## config.mk

```make
export PLATFORM = sky130hd
export DESIGN_NAME = par_ser_param
export DESIGN_NICKNAME = d
export VERILOG_FILES = /design/src/rtl/par_ser_param.sv
export SDC_FILE = /design/constraint.sdc
export NUM_CORES = 1
export LEC_CHECK = 0
export CELL_PAD_IN_SITES_DETAIL_PLACEMENT = 1
export CELL_PAD_IN_SITES_GLOBAL_PLACEMENT = 2
export CORE_ASPECT_RATIO = 0.6
export CORE_MARGIN = 2
export CORE_UTILIZATION = 31
export DETAILED_ROUTE_END_ITERATION = 7
export GPL_TIMING_DRIVEN = 0
export PLACE_DENSITY_LB_ADDON = 0.1
export SLEW_MARGIN = 20
export SYNTH_ARGS = -nofsm -noshare
export SYNTH_HDL_FRONTEND = slang
export SYNTH_SLANG_ARGS = --single-unit
```

## constraint.sdc

```tcl
create_clock -name clk -period 1.9 [get_ports clk]
set_clock_uncertainty 0.1 [all_clocks]
set_input_delay 0.38 -clock clk [delete_from_list [all_inputs] [get_ports clk]]
set_output_delay 0.38 -clock clk [all_outputs]
set_load 0.005 [all_outputs]
```

## src/rtl/par_ser_param.sv

```systemverilog
// par_ser_param -- parametrised parallel-to-serial converter.
//
// Accepts a WIDTH-bit word on a strobe/ready handshake. It then shifts the
// word out on d_out at one bit per clock, MSB- or LSB-first. An even or odd
// parity bit can optionally follow the data bits. A new word offered during
// the last bit of a frame follows with no idle gap.
//
// Ports:
//   clk    : system clock, rising edge
//   rst    : asynchronous active-high reset
//   strobe : load request
//   d_in   : parallel word, captured when strobe && ready
//   ready  : a word can be accepted on the coming edge
//   d_out  : registered serial data (IDLE_LEVEL when no frame is active)
//   frame  : high while a data or parity bit is on d_out
//   done   : high during the last bit of a frame
module par_ser_param #(
  parameter int unsigned WIDTH      = 8,
  parameter bit          MSB_FIRST  = 1'b1,
  parameter bit          PARITY_EN  = 1'b0,
  parameter bit          PARITY_ODD = 1'b0,
  parameter bit          IDLE_LEVEL = 1'b0
) (
  input  logic             clk,
  input  logic             rst,
  input  logic             strobe,
  input  logic [WIDTH-1:0] d_in,
  output logic             ready,
  output logic             d_out,
  output logic             frame,
  output logic             done
);

  // Frame length and bit-index encodings.
  localparam int unsigned N        = WIDTH + (PARITY_EN ? 32'd1 : 32'd0);
  localparam int unsigned CW       = $clog2(N + 32'd1);
  localparam logic [CW-1:0] LAST_IDX = CW'(N - 32'd1);
  localparam logic [CW-1:0] PAR_IDX  = CW'(WIDTH);

  typedef enum logic [1:0] {
    IDLE  = 2'd0,
    SHIFT = 2'd1,
    PAR   = 2'd2
  } state_t;

  state_t           state;
  logic [WIDTH-1:0] shreg;
  logic             par_bit;
  logic [CW-1:0]    cnt;

  logic             accept;
  logic             is_last;
  logic [CW-1:0]    cnt_inc;
  logic             first_bit;
  logic [WIDTH-1:0] load_shreg;
  logic             next_bit;
  logic [WIDTH-1:0] next_shreg;

  // Parity of a data word; odd parity is the inverted XOR.
  function automatic logic calc_parity(input logic [WIDTH-1:0] w);
    return (^w) ^ PARITY_ODD;
  endfunction

  assign accept  = strobe & ready;
  assign is_last = (cnt == LAST_IDX);
  assign cnt_inc = cnt + CW'(1);

  // Bit selection: the first bit goes straight to d_out on accept. The
  // shift register therefore holds the remaining bits pre-shifted, so the
  // next bit is always at the outgoing end.
  always_comb begin
    if (MSB_FIRST) begin
      first_bit  = d_in[WIDTH-1];
      load_shreg = {d_in[WIDTH-2:0], 1'b0};
      next_bit   = shreg[WIDTH-1];
      next_shreg = {shreg[WIDTH-2:0], 1'b0};
    end else begin
      first_bit  = d_in[0];
      load_shreg = {1'b0, d_in[WIDTH-1:1]};
      next_bit   = shreg[0];
      next_shreg = {1'b0, shreg[WIDTH-1:1]};
    end
  end

  // Frame state machine with registered serial outputs.
  always_ff @(posedge clk or posedge rst) begin
    if (rst) begin
      state   <= IDLE;
      shreg   <= '0;
      par_bit <= 1'b0;
      cnt     <= '0;
      d_out   <= IDLE_LEVEL;
      frame   <= 1'b0;
      done    <= 1'b0;
      ready   <= 1'b1;
    end else if (accept) begin
      // ready is only high in IDLE or the last-bit cycle, so this also
      // covers the back-to-back case.
      state   <= SHIFT;
      shreg   <= load_shreg;
      par_bit <= calc_parity(d_in);
      cnt     <= '0;
      d_out   <= first_bit;
      frame   <= 1'b1;
      done    <= 1'b0;   // N >= 2, so bit 0 is never the last bit
      ready   <= 1'b0;
    end else begin
      case (state)
        SHIFT, PAR: begin
          if (is_last) begin
            state <= IDLE;
            cnt   <= '0;
            d_out <= IDLE_LEVEL;
            frame <= 1'b0;
            done  <= 1'b0;
            ready <= 1'b1;
          end else begin
            cnt   <= cnt_inc;
            frame <= 1'b1;
            done  <= (cnt_inc == LAST_IDX);
            ready <= (cnt_inc == LAST_IDX);
            if (PARITY_EN && (cnt_inc == PAR_IDX)) begin
              state <= PAR;
              d_out <= par_bit;
            end else begin
              state <= SHIFT;
              d_out <= next_bit;
              shreg <= next_shreg;
            end
          end
        end
        default: begin
          state <= IDLE;
          cnt   <= '0;
          d_out <= IDLE_LEVEL;
          frame <= 1'b0;
          done  <= 1'b0;
          ready <= 1'b1;
        end
      endcase
    end
  end

endmodule

```

* Yosys cells after proc, flatten, opt, wreduce, memory -nomap -nowiden
Index checks and enable logic that the tools add are counted.
Cells by class: add/sub/neg operators 1, multipliers 0, div/mod/pow operators 0, magnitude comparators 0, equality and inequality tests 5, shifts and indexed selects 0, multiplexer cells 21, bitwise gates (word level) 1, reductions and logical operators 3
Operators with widths (count):
- 8-bit 2-to-1 mux | 3
- 1-bit 2-to-1 mux | 13
- 4-bit 2-to-1 mux | 3
- 4-bit by 3-bit == test with 1-bit output (second input constant) | 2
- 4-bit by 1-bit adder with 4-bit output (second input constant) | 1
- 2-bit 2-to-1 mux | 2
- 2-bit by 1-bit == test with 1-bit output (second input constant) | 1
- 2-bit == test (second input constant) | 1
- 2-bit inequality test (second input constant) | 1
- 2-bit AND reduction | 1
- 2-bit nonzero test | 1
- 2-bit OR reduction | 1
- 1-bit AND | 1
Word-level totals: register bits 18, latch bits 0, bits in writable memories 0, bits in read-only memories 0, bits of input ports 11, output and inout bits 4, memories 0

* Depth between registers and ports, before layout
word-level depth 5, mapped depth 4

* Least setup slack after synthesis
OpenSTA, ideal clock, no wires.
kind reg2reg, from reg cnt[0], to reg shreg[3], setup time 126 ps, arrival time 1214 ps, data required time 1674 ps, setup slack 460 ps, cell stages (with the launch flop) 5, path buffers 0, clock period less this slack 1440 ps, cells stage by stage dfrtp_1 > ha_1 > nand3b_1 > a21oi_2 > a221o_1
Between the ends: longest elaborated chain between the ends 3
RTL lines:
- start: declaration | line 49 | logic [CW-1:0] cnt;
- start signal: assignment | line 118 | cnt <= cnt_inc;
- 4-bit by 3-bit == test with 1-bit output | line 65 | assign is_last = (cnt == LAST_IDX);
- 2-bit inequality test (no line)
- 2-bit AND reduction (no line)
- end signal: assignment | line 100 | shreg <= load_shreg;
- end signal: assignment | line 128 | shreg <= next_shreg;
- end: declaration | line 47 | logic [WIDTH-1:0] shreg;
No other way between the ends. A chain may end at the register's enable or synchronous reset.

* Final worst setup path
from reg ready, to out ready
RTL lines:
- start: declaration | line 28 | output logic ready,
- start signal: assignment | line 121 | ready <= (cnt_inc == LAST_IDX);
No word-level cell between the ends.

==> results.md <==
- Pwr dens: 1440 nW/µm²
- #FFs+latches synth: 15
- Cts hold-fix bufs: 0
- Yosys warns: 0
- Main flop type after synthesis: dfrtp_1
- Setup Crit Path Kind: register to primary output
- Setup violators final: 0
- Clock Latency Late Sink: 0.25 ns
- IO Port Bufs: 14
- Synthesized cell area: 698 µm²
- NumNets Final: 92
- Cells after DPL: 102
- Final core occ: 0.436
- CP Depth: 1
- Die Ht: 40.8 µm
- Initial Util: 0.325
- Main area contributors after synthesis: dfrtp_1 50%, a221o_1 8.6%, and3_1 5.4%
- Static leakage: 0.431 nW
- Total power after layout: 1.35 mW
- DR iter-0 viols: 8
- DP Worst Slack: 0.00216 ns
- Die width: 65.3 µm
- Top cell family by delay on the critical path: flip-flops
- Post-synthesis sequential area ratio: 0.539
- Post-synth ARST share: 1.00
- Routed Antenna Nets: 0
- Final cell count without fillers: 108
- Max Fclk: 557 MHz
- Initial antenna violation count: 0
- RSZ-0062 raised after global routing: no
- Worst Setup SP: ready
- Final Critical Period: 1.80 ns
- Crit-path max cell delay: 0.56 ns
- Final worst-path cycle share: 0.945
- Clk sinks: 15
- HPWL Detailed: 1100 µm
- Vias in the first global route: 488
- Worst r2r path cells: 4
- TritonCTS clock tree: yes
- WP buf/inv: 1
- Yosys cell types: 25
- GP Congestion: 0.649
- Top Ports: 15
- Design Area, Final: 936 µm²
- Layout area overhead: 34.1%
- H-tree depth: 1
- Area leader, netlist: dfrtp_1
- # diodes: 0
- Relative slew slack: 0.616
- Total wire length: 1490 µm
- Max_cap viols: 0
- EDFF count, synth: 0
- Status: completed
- Post-cts resize count: 0
- Die Area: 2660 µm²
- Final hold violations: 0
- Routed vias: 540
- Yosys top cell area share: 0.502
- CTS buffer count: 3
- Post-CTS Setup Bufs: 0
- Post-route DRC violation count: 0
- Core area: 2150 µm²
- Cells along the critical path: clkdlybuf4s50_1
- WHS: 0.394 ns
- Pins over their slew limit: 0
- Area of placed instances: 876 µm²
- DR pass1 iterations: 4
- Max VDD drop: 0.581 mV
- WL per Instance: 13.8 µm
- First-pass GRT wire length: 2520 µm
- FF-to-FF Start: cnt[0]
- Setup TNS: 0 ns
- CP max FO: 6
- Min-delay worst type: input pin to async pin
- GRT overflow: 0
- Final worst setup slack: 0.105 ns
- Critical Path AT: 1.32 ns
- Crit end category: primary output
- Vias per inst: 5.00
- Worst-path clk slew: 0.06 ns
- Clk root buf: clkbuf_8
- Setup crit start kind: register
- Slowest-stage cell, CP: dfstp_2
- Fillers: 244
- Mean Syn Cell Area: 12.0 µm²
- Tightest Pin Transition: 0.576 ns
- Cells after Synth: 58
- Req. time, crit path: 1.42 ns
- Share of cells above drive strength 1: 0.154
- Post-Syn Nets: 71
- Row cnt: 13
- Largest net degree at the start of global routing: 16
- Clock buffer depth: 2
- GRT Total Usage: 0.140
## routing by layer
layer	wire length (µm)	vias up	track usage	share of wire
met5	0	-	0	0
met4	14	0	0.0313	0.0094
met3	94	3	0.0659	0.063
met2	593	12	0.207	0.40
met1	785	268	0.187	0.53
li1	-	257	-	-
## sequential cells by signal, indices dropped and copies added, names as in the netlist
register / flops
shreg: 7
cnt: 4
d_out: 1
done: 1
frame: 1
ready: 1
## cell usage in the layout, fill, tap and decap left out, drive strengths merged, types with 2 or more instances in the layout
cell,count
buf,3
ha,2
clkbuf,4
inv,4
a22o,2
clkdlybuf4s50,14
and3,6
o21ai,2
dfrtp,14
nor2,5
a21oi,2
a211oi,2
a221o,6
## kinds of logic after synthesis
family | synth area share
muxes | 0.0143
adders and majority gates | 0.0358
AOI/OAI and AO/OA | 0.217
xor gates and xnor gates | 0.0125
DFF | 0.539
buffers and inverters | 0.0323
and+or+nand+nor | 0.149
## power breakdown
group / switching [mW] / internal (mW) / leakage (nW) / total, mW
clock: 0.108 / 0.149 / 0.0228 / 0.256
combinational: 0.254 / 0.291 / 0.217 / 0.545
sequential: 0.0948 / 0.449 / 0.191 / 0.544
total: 0.456 / 0.889 / 0.431 / 1.35
## cells in the mapped netlist (2+ instances only)
cell	number
and3_1	6
ha_1	2
inv_1	4
a22o_1	2
nor2_1	5
dfrtp_1	14
a211oi_1	2
a221o_1	6
## cell type report
class,count,area [µm²],share of cell area
plain buffers,1,7.51,0.00802
well taps,30,37.5,0.0401
repair buffers,16,155,0.166
inverters,4,15.0,0.0160
multi-input cells,38,299,0.320
clock buffers,4,45.0,0.0481
flip-flops and latches,15,377,0.402
## final timing paths
| kind | slack [ns] | to |
|---|---|---|
| worst max-delay path | 0.10 | ready |
| worst min-delay path | 0.39 | done |
| worst max register to register | 0.28 | shreg[2] |
| worst min register to register | 0.40 | ready |
| max in group asynchronous | 0.93 | shreg[3] |
| min in group clk | 0.40 | ready |
No activity file was read; power rests on OpenSTA's default activity.
